### src/rtl/channel_lpf_fx.sv
// Fixed-point multi-lane, multi-pole IIR low-pass channel model with LFSR noise and output saturation.
// Latency: input sampled on a UI edge e reaches Data_out at edge e+POLES+1. There is no backpressure; one sample per cycle.
module channel_lpf_fx #(
    parameter int          LANES    = 1,
    parameter int          DATA_W   = 12,
    parameter int          COEF_W   = 16,
    parameter int          POLES    = 2,
    parameter int          OSR      = 10,
    parameter int          NOISE_W  = 4,
    parameter int unsigned BETA_RST = 12386
) (
    input  logic                    Sample_CLK,
    input  logic                    Rst_n,
    input  logic [LANES-1:0]        Data_in,
    input  logic [COEF_W-1:0]       Coef_in,
    input  logic                    Coef_wr,
    input  logic                    Noise_en,
    output logic [LANES*DATA_W-1:0] Data_out,
    output logic                    Data_valid,
    output logic                    Ui_strobe,
    output logic                    Coef_pend
);

    localparam int PH_W  = $clog2(OSR);
    localparam int ACC_W = DATA_W + COEF_W + 2;

    localparam logic signed [DATA_W-1:0] LVL_P  = {2'b01, {(DATA_W-2){1'b0}}};
    localparam logic signed [DATA_W-1:0] LVL_N  = {2'b11, {(DATA_W-2){1'b0}}};
    localparam logic signed [ACC_W-1:0]  HALF   = ACC_W'(2**(COEF_W-1));
    localparam logic signed [ACC_W-1:0]  SAT_HI = ACC_W'(2**(DATA_W-1) - 1);
    localparam logic signed [ACC_W-1:0]  SAT_LO = ~SAT_HI;

    function automatic logic signed [ACC_W-1:0] sx(input logic signed [DATA_W-1:0] v);
        return {{(ACC_W-DATA_W){v[DATA_W-1]}}, v};
    endfunction

    function automatic logic signed [DATA_W-1:0] sat(input logic signed [ACC_W-1:0] v);
        if (v > SAT_HI) begin
            return SAT_HI[DATA_W-1:0];
        end else if (v < SAT_LO) begin
            return SAT_LO[DATA_W-1:0];
        end else begin
            return v[DATA_W-1:0];
        end
    endfunction

    logic [PH_W-1:0]   phase;
    logic              ui_edge;
    logic              commit_edge;
    logic [COEF_W-1:0] beta;
    logic [COEF_W-1:0] shadow;
    logic [2:0]        wcnt;

    assign ui_edge     = (phase == '0);
    assign commit_edge = (phase == PH_W'(OSR-1));
    assign Ui_strobe   = ui_edge;

    always_ff @(posedge Sample_CLK) begin
        if (!Rst_n) begin
            phase <= '0;
        end else if (commit_edge) begin
            phase <= '0;
        end else begin
            phase <= phase + PH_W'(1);
        end
    end

    // Writes land in the shadow; beta only moves on the last cycle of a UI so a UI is filtered with one coefficient.
    always_ff @(posedge Sample_CLK) begin
        if (!Rst_n) begin
            beta      <= COEF_W'(BETA_RST);
            shadow    <= COEF_W'(BETA_RST);
            Coef_pend <= 1'b0;
        end else begin
            if (Coef_wr) begin
                shadow <= Coef_in;
            end
            if (commit_edge) begin
                if (Coef_wr) begin
                    beta <= Coef_in;
                end else if (Coef_pend) begin
                    beta <= shadow;
                end
                Coef_pend <= 1'b0;
            end else if (Coef_wr) begin
                Coef_pend <= 1'b1;
            end
        end
    end

    always_ff @(posedge Sample_CLK) begin
        if (!Rst_n) begin
            wcnt       <= '0;
            Data_valid <= 1'b0;
        end else if (wcnt == 3'(POLES)) begin
            Data_valid <= 1'b1;
        end else begin
            wcnt <= wcnt + 3'd1;
        end
    end

    for (genvar i = 0; i < LANES; i++) begin : g_lane
        localparam logic [15:0] SEED_X = 16'hACE1 ^ 16'(i * 16'h1D3);
        localparam logic [15:0] SEED   = (SEED_X == 16'h0000) ? 16'h0001 : SEED_X;

        logic signed [DATA_W-1:0]  u;
        logic signed [DATA_W-1:0]  y_arr [POLES];
        logic [15:0]               lfsr;
        logic signed [NOISE_W:0]   nz;
        logic signed [ACC_W-1:0]   nz_x;
        logic signed [ACC_W-1:0]   out_acc;
        logic signed [DATA_W-1:0]  out_q;

        always_ff @(posedge Sample_CLK) begin
            if (!Rst_n) begin
                u <= '0;
            end else if (ui_edge) begin
                u <= Data_in[i] ? LVL_P : LVL_N;
            end
        end

        for (genvar p = 0; p < POLES; p++) begin : g_stage
            logic signed [DATA_W-1:0] x;
            logic signed [DATA_W-1:0] y_q;
            logic signed [ACC_W-1:0]  diff;
            logic signed [ACC_W-1:0]  prod;
            logic signed [ACC_W-1:0]  nxt;

            if (p == 0) begin : g_first
                assign x = u;
            end else begin : g_rest
                assign x = y_arr[p-1];
            end

            // beta < 1 bounds the rounded step by |d|, so the state never overshoots its input.
            always_comb begin
                diff = sx(x) - sx(y_q);
                prod = diff * $signed({{(ACC_W-COEF_W){1'b0}}, beta});
                nxt  = sx(y_q) + ((prod + HALF) >>> COEF_W);
            end

            always_ff @(posedge Sample_CLK) begin
                if (!Rst_n) begin
                    y_q <= '0;
                end else begin
                    y_q <= sat(nxt);
                end
            end

            assign y_arr[p] = y_q;
        end

        always_ff @(posedge Sample_CLK) begin
            if (!Rst_n) begin
                lfsr <= SEED;
            end else if (Noise_en) begin
                lfsr <= {lfsr[14:0], lfsr[15] ^ lfsr[13] ^ lfsr[12] ^ lfsr[10]};
            end
        end

        assign nz      = lfsr[NOISE_W:0];
        assign nz_x    = Noise_en ? {{(ACC_W-NOISE_W-1){nz[NOISE_W]}}, nz} : '0;
        assign out_acc = sx(y_arr[POLES-1]) + nz_x;

        always_ff @(posedge Sample_CLK) begin
            if (!Rst_n) begin
                out_q <= '0;
            end else begin
                out_q <= sat(out_acc);
            end
        end

        assign Data_out[i*DATA_W +: DATA_W] = out_q;
    end

endmodule

### config.mk
export PLATFORM = sky130hd
export DESIGN_NAME = channel_lpf_fx
export DESIGN_NICKNAME = d
export VERILOG_FILES = /design/src/rtl/channel_lpf_fx.sv
export SDC_FILE = /design/constraint.sdc
export NUM_CORES = 1
export LEC_CHECK = 0
export BUFFER_PORTS_ARGS = -buffer_cell sky130_fd_sc_hd__buf_2
export CAP_MARGIN = 10
export CELL_PAD_IN_SITES_DETAIL_PLACEMENT = 0
export CELL_PAD_IN_SITES_GLOBAL_PLACEMENT = 1
export CORE_MARGIN = 2
export CORE_UTILIZATION = 46
export DETAILED_ROUTE_END_ITERATION = 8
export PLACE_DENSITY_LB_ADDON = 0.1
export SETUP_SLACK_MARGIN = 0.5
export SYNTH_ARGS = -nofsm -noshare
export SYNTH_HDL_FRONTEND = slang
export SYNTH_SLANG_ARGS = --single-unit
### constraint.sdc
create_clock -name Sample_CLK -period 9.2 [get_ports Sample_CLK]
set_input_delay 1.38 -clock Sample_CLK [delete_from_list [all_inputs] [get_ports Sample_CLK]]
set_output_delay 1.38 -clock Sample_CLK [all_outputs]
set_load 0.005 [all_outputs]
After elaboration in Yosys (flattened, before gate mapping)

Index checks and enable logic that the tools add are counted.
Widths: inputs -> output; s select.

Add/subtract/negate cells: 9
Multipliers: 2
Order comparisons: 6
Eq/ne operators: 2
Multiplexer cells: 10
Bitwise operators: 4
Reductions and logical operators: 7

Operator list:

| cell                   | count |
|---|---|
| $add 30x17->30 const B | 2 |
| $mul 13x17->30         | 2 |
| $mux 12                | 4 |
| $mux 11                | 3 |
| $mux 16                | 2 |
| $add 12x14->15         | 2 |
| $add 12x30->30         | 1 |
| $gt 15x12->1 const B   | 2 |
| $gt 30x12->1 const B   | 1 |
| $lt 15x12->1 const B   | 2 |
| $lt 30x12->1 const B   | 1 |
| $mux 30                | 1 |
| $sub 12x12->13         | 2 |
| $reduce_or 2->1        | 4 |
| $add 4x1->4 const B    | 1 |
| $eq 4x4->1 const B     | 1 |
| $logic_not 4->1        | 1 |
| $add 3x1->3 const B    | 1 |
| $eq 3x2->1 const B     | 1 |
| $xor 1x1->1            | 3 |
| $reduce_and 2->1       | 1 |
| $reduce_bool 2->1      | 1 |
| $not 1->1              | 1 |

Register bits after elaboration: 105
Bits of input ports: 21
Output and inout port bits: 15
Word-level logic and storage cells: 54

Longest topological paths before layout

Gate-level depths: netlist (run 1).

Depth in word-level cells: 7
Gate-level depth with buffers: 44
Depth with buffers taken out: 40

Worst setup path before layout (run 1)

No wires, ideal clock.

Path type: reg2reg
Start point: register g_lane[0].g_stage[0].y_q[0]
End point: register g_lane[0].g_stage[1].y_q[0]
Library setup time: 0.140 ns
Data arrival time: 9.344 ns
Required time: 9.060 ns
Path slack: -0.284 ns
Cell stages (with the launch flop): 40
Buffers on the path: 3
Cell sequence: dfxtp_1 clkbuf_1 clkbuf_1 inv_1 ha_1 fa_1 nor2b_1 o21ai_1 a21boi_1 o21a_1 o21a_1 o211ai_1 a21oi_1 clkbuf_1 nor2_1 fa_1 inv_1 fa_1 [4 not listed] ha_1 ha_1 a21oi_2 o21ai_1 or4_1 a31oi_1 a21oi_1 or3_1 a21oi_2 xnor2_1 ha_1 inv_1 nor2_1 nand2_1 o311ai_0 or3_1 o311ai_4 o21ai_0

Word-level cells in the longest chain between the ends: 7
Elaborated cells on any way between the ends: 8
Those cells by class: 3 x add/sub; 1 x mul; 2 x order compare; 2 x mux

RTL lines:

| what                   | RTL line | source |
|---|---|---|
| start, declared        | 124      | `logic signed [DATA_W-1:0] y_q;` |
| start signal, assigned | 146      | `y_q <= sat(nxt);` |
| $sub 12x12->13 (*)     | 137      | `diff = sx(x) - sx(y_q);` |
| $mul 13x17->30 (*)     | 138      | `prod = diff * $signed({{(ACC_W-COEF_W){1'b0}}, beta});` |
| $add 30x17->30 (*)     | 139      | `nxt = sx(y_q) + ((prod + HALF) >>> COEF_W);` |
| $add 12x14->15 (*)     | 139      |  |
| $lt 15x12->1           | 40       | `end else if (v < SAT_LO) begin` |
| $mux 12                | 40       |  |
| $mux 11 (*)            | 38       | `if (v > SAT_HI) begin` |
| end signal, assigned   | 146      |  |
| end, declared          | 124      |  |

Mark *: on every way between the ends. The rest lies on a longest branch, timed or not.
A chain may end at the register's enable or synchronous reset.

Worst setup path in the final report (run 1)

Start point: register g_lane[0].g_stage[0].y_q[0]
End point: register g_lane[0].g_stage[1].y_q[8]

Same word-level chain as after synthesis.

==> results of run 1 <==
## worst reg2reg max path, delay by kind of cell (launching register included)
kind / cells / cell delay, ns
xor gates and xnor gates: 1 / 0.08
AOI/OAI and AO/OA: 14 / 2.43
and+or+nand+nor: 7 / 1.64
buffers and inverters: 6 / 0.68
DFF: 1 / 0.36
adders and majority gates: 10 / 3.78
## flip-flops by register name, indices dropped and copies added (netlist names)
register and flops:
wcnt 3, Coef_pend 1, g_lane.g_stage.x 2, Data_out 12
beta 16, g_lane.lfsr 16, g_lane.g_stage.y_q 24, shadow 16
Data_valid 1, phase 4
## cells by family after synthesis
group,Yosys count,synth area share [%]
simple gates,706,17.2
fa+ha+maj,569,48.9
buf+inv,479,9.39
compound gates,251,8.73
flops,95,9.82
xor+xnor,77,3.48
mux,47,2.49
## layout by cell type, fill, tap and decap left out, drive strengths merged, types with 28 or more instances in the layout
cell type / instances
mux2i: 37
nor3: 28
xnor2: 53
nor2: 121
nand2: 303
nand2b: 45
fa: 313
o21ai: 47
dfxtp: 95
a21oi: 71
and2: 111
ha: 256
buf: 198
inv: 375
## per-layer routing
metal  wire [um]  GRT usage (%)
met1       23400           32.5
met2       26600           43.6
met3        1150           1.88
met4        1250           6.48
met5           0              0
## area by class of cell
cell class	instances	share of cell area [%]
inverter	374	6.28
clock inverter	7	0.346
tap	539	3.01
timing repair buffer	201	7.25
sequential	95	8.52
multi-input combinational	1651	73.6
clock buffer	9	1.00
## metrics by stage
stage,cells,hold WS (ns),TNS (ns),utilization [%],setup WS [ns]
floorplan,2224,0.436,0,-,0.509
global placement,2812,0.450,0,50.1,0.0674
detailed placement,2812,0.454,-0.828,50.1,-0.105
CTS,2847,0.473,0,51.8,0.227
global route,2876,0.495,-1.30,53.7,-0.141
finish,2876,0.468,0,53.7,0.150
## timing repair
action	4_1_cts	5_1_grt
setup buffers	17	26
endpoints found under the setup margin	24	24
gates cloned	2	3
gates resized for setup	71	116
hold buffers	0	0
pin swaps	44	75
## path summary, 6_finish.rpt
check	endpoint	cells past startpoint
min reg2reg	shadow[5]	2
max	g_lane[0].g_stage[1].y_q[8]	38
min	shadow[5]	2
max reg2reg	g_lane[0].g_stage[1].y_q[8]	38
==> reports/metrics.csv, run 1 <==
stage,metric,value,unit
clock_network,TritonCTS clock tree,done,
drt,WL/cell,18.2,um
clock_network,"Clk pin slew, worst setup/hold paths",0.07,ns
die,Die Wd,209,um
timing,slew margin rel.,27.3,%
worst_setup_path,Worst path slowest cell,fa_2,
clock_network,clock buffer depth,2,
global_route,GRT Total Usage,24.6,%
die,DIE HEIGHT,209,um
timing,worst-margin pin slew,1.09,ns
synth,number of flops mapped to enable cells by yosys,0,
worst_setup_path,CP max stage delay,0.57,ns
synth,"FFs w/ async S/R, synth",0,%
synth,"Primary FF master, synth",dfxtp_1,
finish,layout cells sized above 1,17.0,%
worst_setup_path,Crit Path Class,reg2reg,
die,Boundary Pins,36,
place,placed inst area,20900,um^2
worst_setup_path,worst-path fanout max,7,
worst_setup_path,CP bufs+invs,6,
drt,DR iter-0 viols,682,
drt,WL final,52400,um
synth,most common cell in the netlist,inv_1,
die,core area,41800,um^2
worst_setup_path,crit path DAT,9.36,ns
synth,"area leader, netlist",fa_1,
clock_network,CTS Buf Count,9,
finish,Multi-input gate area,16500,um^2
synth,Commonest cells post-synth,"inv_1 (372), fa_1 (313), nand2_1 (301)",
finish,fill count,3955,
synth,synth top area cells,"fa_1 (32%), ha_1 (17%), dfxtp_1 (9.8%)",
run,total of max-cap violations,0,
finish,flip-flop and latch area,1910,um^2
synth,Yosys cell types,69,
timing,Final Cycle Share,98.4,%
place,Port Buffer Count,35,
worst_setup_path,Reg-to-Reg Start,g_lane[0].g_stage[0].y_q[0],
finish,Final #Nets,2922,
hold_path,min-delay worst type,reg2reg,
timing,worst clock skew,0.0104,ns
worst_setup_path,Worst Setup SP,g_lane[0].g_stage[0].y_q[0],
drt,DR vias,15000,
global_route,largest net degree at the start of global routing,53,
timing,Hold Fails Final Rpt,0,
worst_setup_path,"most used cell, CP",fa_1,
die,Initial Utilization,46.4,%
timing,fmax,110,MHz
drt,drt first pass iters,5,
timing,# setup viols final,0,
die,Site Rows,75,
synth,Synth Area per Inst,8.71,um^2
synth,YS warnings,0,
worst_setup_path,FF-to-FF setup slack,0.15,ns
worst_setup_path,Top Family by Delay on Critical Path,adder cells,
finish,Layout area overhead,15.8,%
timing,RSZ-0062 raised after global routing,true,
die,Die ar.,43800,um^2
clock_network,Clock Latency Late Sink,0.38,ns
global_route,number of global-route vias before repair,15800,
timing,min cycle time layout,9.05,ns
clock_network,clock sink total,95,
drt,DRC,0,
worst_setup_path,CP Launch Type,flop,
worst_setup_path,Worst Setup End Kind,flop,
synth,Yosys reg bits,95,
clock_network,H-Tree Level Count,3,
finish,final non-filler cell area,22400,um^2
place,DP Wirelength,41100,um
global_route,initial antenna violation count,0,
synth,"Seq/Total Area, Yosys",9.82,%
global_route,first-pass GRT wire length,84100,um
finish,ant diodes,0,
hold_path,start point of the worst hold path,shadow[5],
synth,Yosys top cell area share,32.4,%
synth,Mapped Area,19400,um^2
synth,Post-Syn Instances,2224,
run_status,status,"finished, final reports clean",
drt,Final ANT Viol Nets,0,
clock_network,clock root buffer master,clkbuf_16,
timing,final max-slew violation count,0,
global_route,global route overflow,0,
worst_setup_path,Critical Path RT,9.51,ns
place,GP Congestion,0.876,
synth,Syn Nets,2814,
drt,Via density,5.22,
Power of run 1 is not shown: default switching activity piles up to over one toggle a cycle in this logic, so the estimate is an artifact.
==> inputs of run 2 (changes only) <==
- RECOVER_POWER: default -> 50
- REMOVE_ABC_BUFFERS: default -> 1
==> run 2 against run 1 <==
  * The run now ends with capacitance limit, slew limit left
  * Global-route usage fell by 0.33 points
  * Critical path depth is the same
  * Count of clock-buffer cells in the layout unchanged
==> reports/metrics.csv, run 2 (synthesis gave the netlist of run 1 again) <==
stage,metric,value,unit
clock_network,cts hold-fix bufs,0,
finish,fill count,3911,
place,DP Wirelength,39700,um
worst_setup_path,Worst path slowest cell,fa_1,
drt,DR iter-0 viols,644,
clock_network,"Clk pin slew, worst setup/hold paths",0.07,ns
global_route,layer carrying the most global-route usage,met2,
drt,Via density,5.21,
die,Site Rows,75,
worst_setup_path,worst-path fanout max,5,
timing,slew margin rel.,-18.9,%
global_route,number of global-route vias before repair,16200,
die,Initial Utilization,46.4,%
timing,final max-slew violation count,78,
die,Die ar.,43800,um^2
finish,flip-flop and latch area,1910,um^2
timing,worst-margin pin slew,1.78,ns
worst_setup_path,"most used cell, CP",fa_1,
clock_network,Clock Latency Late Sink,0.38,ns
clock_network,TritonCTS clock tree,done,
run,total of max-cap violations,2,
drt,drt first pass iters,7,
worst_setup_path,R2R cell count,38,
die,Die Wd,209,um
die,core area,41800,um^2
worst_setup_path,Critical Path RT,9.50,ns
timing,Hold Fails Final Rpt,0,
global_route,largest net degree at the start of global routing,53,
worst_setup_path,Crit Reg-Reg Endpoint,g_lane[0].g_stage[1].y_q[9],
timing,RSZ-0062 raised after global routing,true,
place,Place WS,-0.297,ns
timing,# setup viols final,0,
global_route,met3 usage,3.40,%
drt,WL final,50100,um
timing,Final Cycle Share,97.0,%
drt,DRC,0,
worst_setup_path,Worst Setup End Kind,flop,
hold_path,start point of the worst hold path,shadow[1],
finish,"commonest non-fill, non-tap cell in the layout",inv_1,
clock_network,H-Tree Level Count,3,
global_route,Global Route met1 Usage,32.5,%
global_route,first-pass GRT wire length,83700,um
finish,Multi-input gate area,16400,um^2
hold_path,Hold Path Cell Cnt,2,
run_status,status,"complete, but fails checks",
global_route,GR Util met2,41.3,%
drt,Final ANT Viol Nets,0,
finish,max reg flops,24,
timing,PnR worst setup slack,0.273,ns
worst_setup_path,CP max stage delay,0.55,ns
hold_path,min-delay worst type,reg2reg,
global_route,initial antenna violation count,0,
global_route,global route overflow,0,
finish,Layout area overhead,16.7,%
finish,most flop-heavy register,g_lane.g_stage.y_q,
drt,DR vias,15200,
run_status,failing checks,"capacitance limit, slew limit",
clock_network,clock buffer depth,2,
place,Port Buffer Count,35,
worst_setup_path,Crit Path Class,reg2reg,
clock_network,clock root buffer master,clkbuf_16,
worst_setup_path,crit path DAT,9.23,ns
finish,Final #Nets,2966,
finish,final core utilization,54.1,%
clock_network,clock sink total,95,
finish,layout cells sized above 1,17.7,%
global_route,GRT Total Usage,24.2,%
timing,min cycle time layout,8.93,ns
hold_path,worst min-delay path endpoint,shadow[1],
drt,WL/cell,17.2,um
place,GP Congestion,0.832,
finish,ant diodes,0,
die,Boundary Pins,36,
timing,fmax,112,MHz
finish,"commonest cells after routing, fill and taps aside","inv_1 (367), fa_1 (305), nand2_1 (294)",
worst_setup_path,Reg-to-Reg Start,g_lane[0].g_stage[0].y_q[2],
clock_network,CTS Buf Count,9,
worst_setup_path,FF-to-FF setup slack,0.27,ns
timing,worst clock skew,0.0109,ns
worst_setup_path,CP Launch Type,flop,
die,DIE HEIGHT,209,um
## run 2: area by class of cell
class | count | area share (%)
multi-input combinational | 1651 | 72.8
sequential | 95 | 8.44
timing repair buffer | 245 | 8.26
inverter | 374 | 6.22
tap | 539 | 2.98
clock buffer | 9 | 0.997
clock inverter | 7 | 0.310
## run 2: through the flow
step                hold slack [ns]  setup TNS (ns)  cell area (um^2)  instances
finish                        0.470               0             22600       2920
global route                  0.499           -1.21             22600       2920
CTS                           0.477               0             22100       2907
detailed placement            0.459           -2.54             21000       2849
global placement              0.453          -0.984             21000       2849
floorplan                     0.435           -3.18             18900       2119
## run 2: repair_timing
item,CTS,global route
pin swaps,93,85
resized for setup,103,88
cloned,2,0
endpoints found under the setup margin,23,24
endpoints found under the hold margin,0,0
setup buffers,40,12
## run 2: how the worst max path moves through the flow
stage / from / to / slack (ns) / cells after the start
6_report: g_lane[0].g_stage[0].y_q[2] / g_lane[0].g_stage[1].y_q[9] / 0.27 / 38
3_3_place_gp: g_lane[0].g_stage[0].y_q[0] / g_lane[0].g_stage[1].y_q[0] / -0.11 / 38
4_1_cts: g_lane[0].g_stage[0].y_q[0] / g_lane[0].g_stage[1].y_q[8] / 0.32 / 39
2_1_floorplan: g_lane[0].g_stage[0].y_q[0] / g_lane[0].g_stage[1].y_q[0] / -0.30 / 37
3_5_place_dp: g_lane[0].g_stage[0].y_q[0] / g_lane[0].g_stage[1].y_q[9] / -0.30 / 40
5_1_grt: g_lane[0].g_stage[0].y_q[0] / g_lane[0].g_stage[1].y_q[10] / -0.14 / 41
## run 2: critical path, delay by kind of cell, from the launching register on
kind | cells | cell delay (ns)
adder cells (fa/ha/maj) | 9 | 3.71
AO/OA/AOI/OAI | 13 | 2.38
AND/OR/NAND/NOR | 9 | 1.84
buffers and inverters | 6 | 0.46
flip-flops | 1 | 0.41
XOR/XNOR | 1 | 0.08
## run 2: metal layers
layer / share of wire, % / vias to the layer above / wire length (um)
met3: 3.6 / 70 / 1830
met1: 45 / 7550 / 22800
met2: 48 / 277 / 24300
met4: 2.5 / 0 / 1230
met5: 0 / - / 0
li1: - / 7302 / -
Power of run 2 is left out for the same reason.
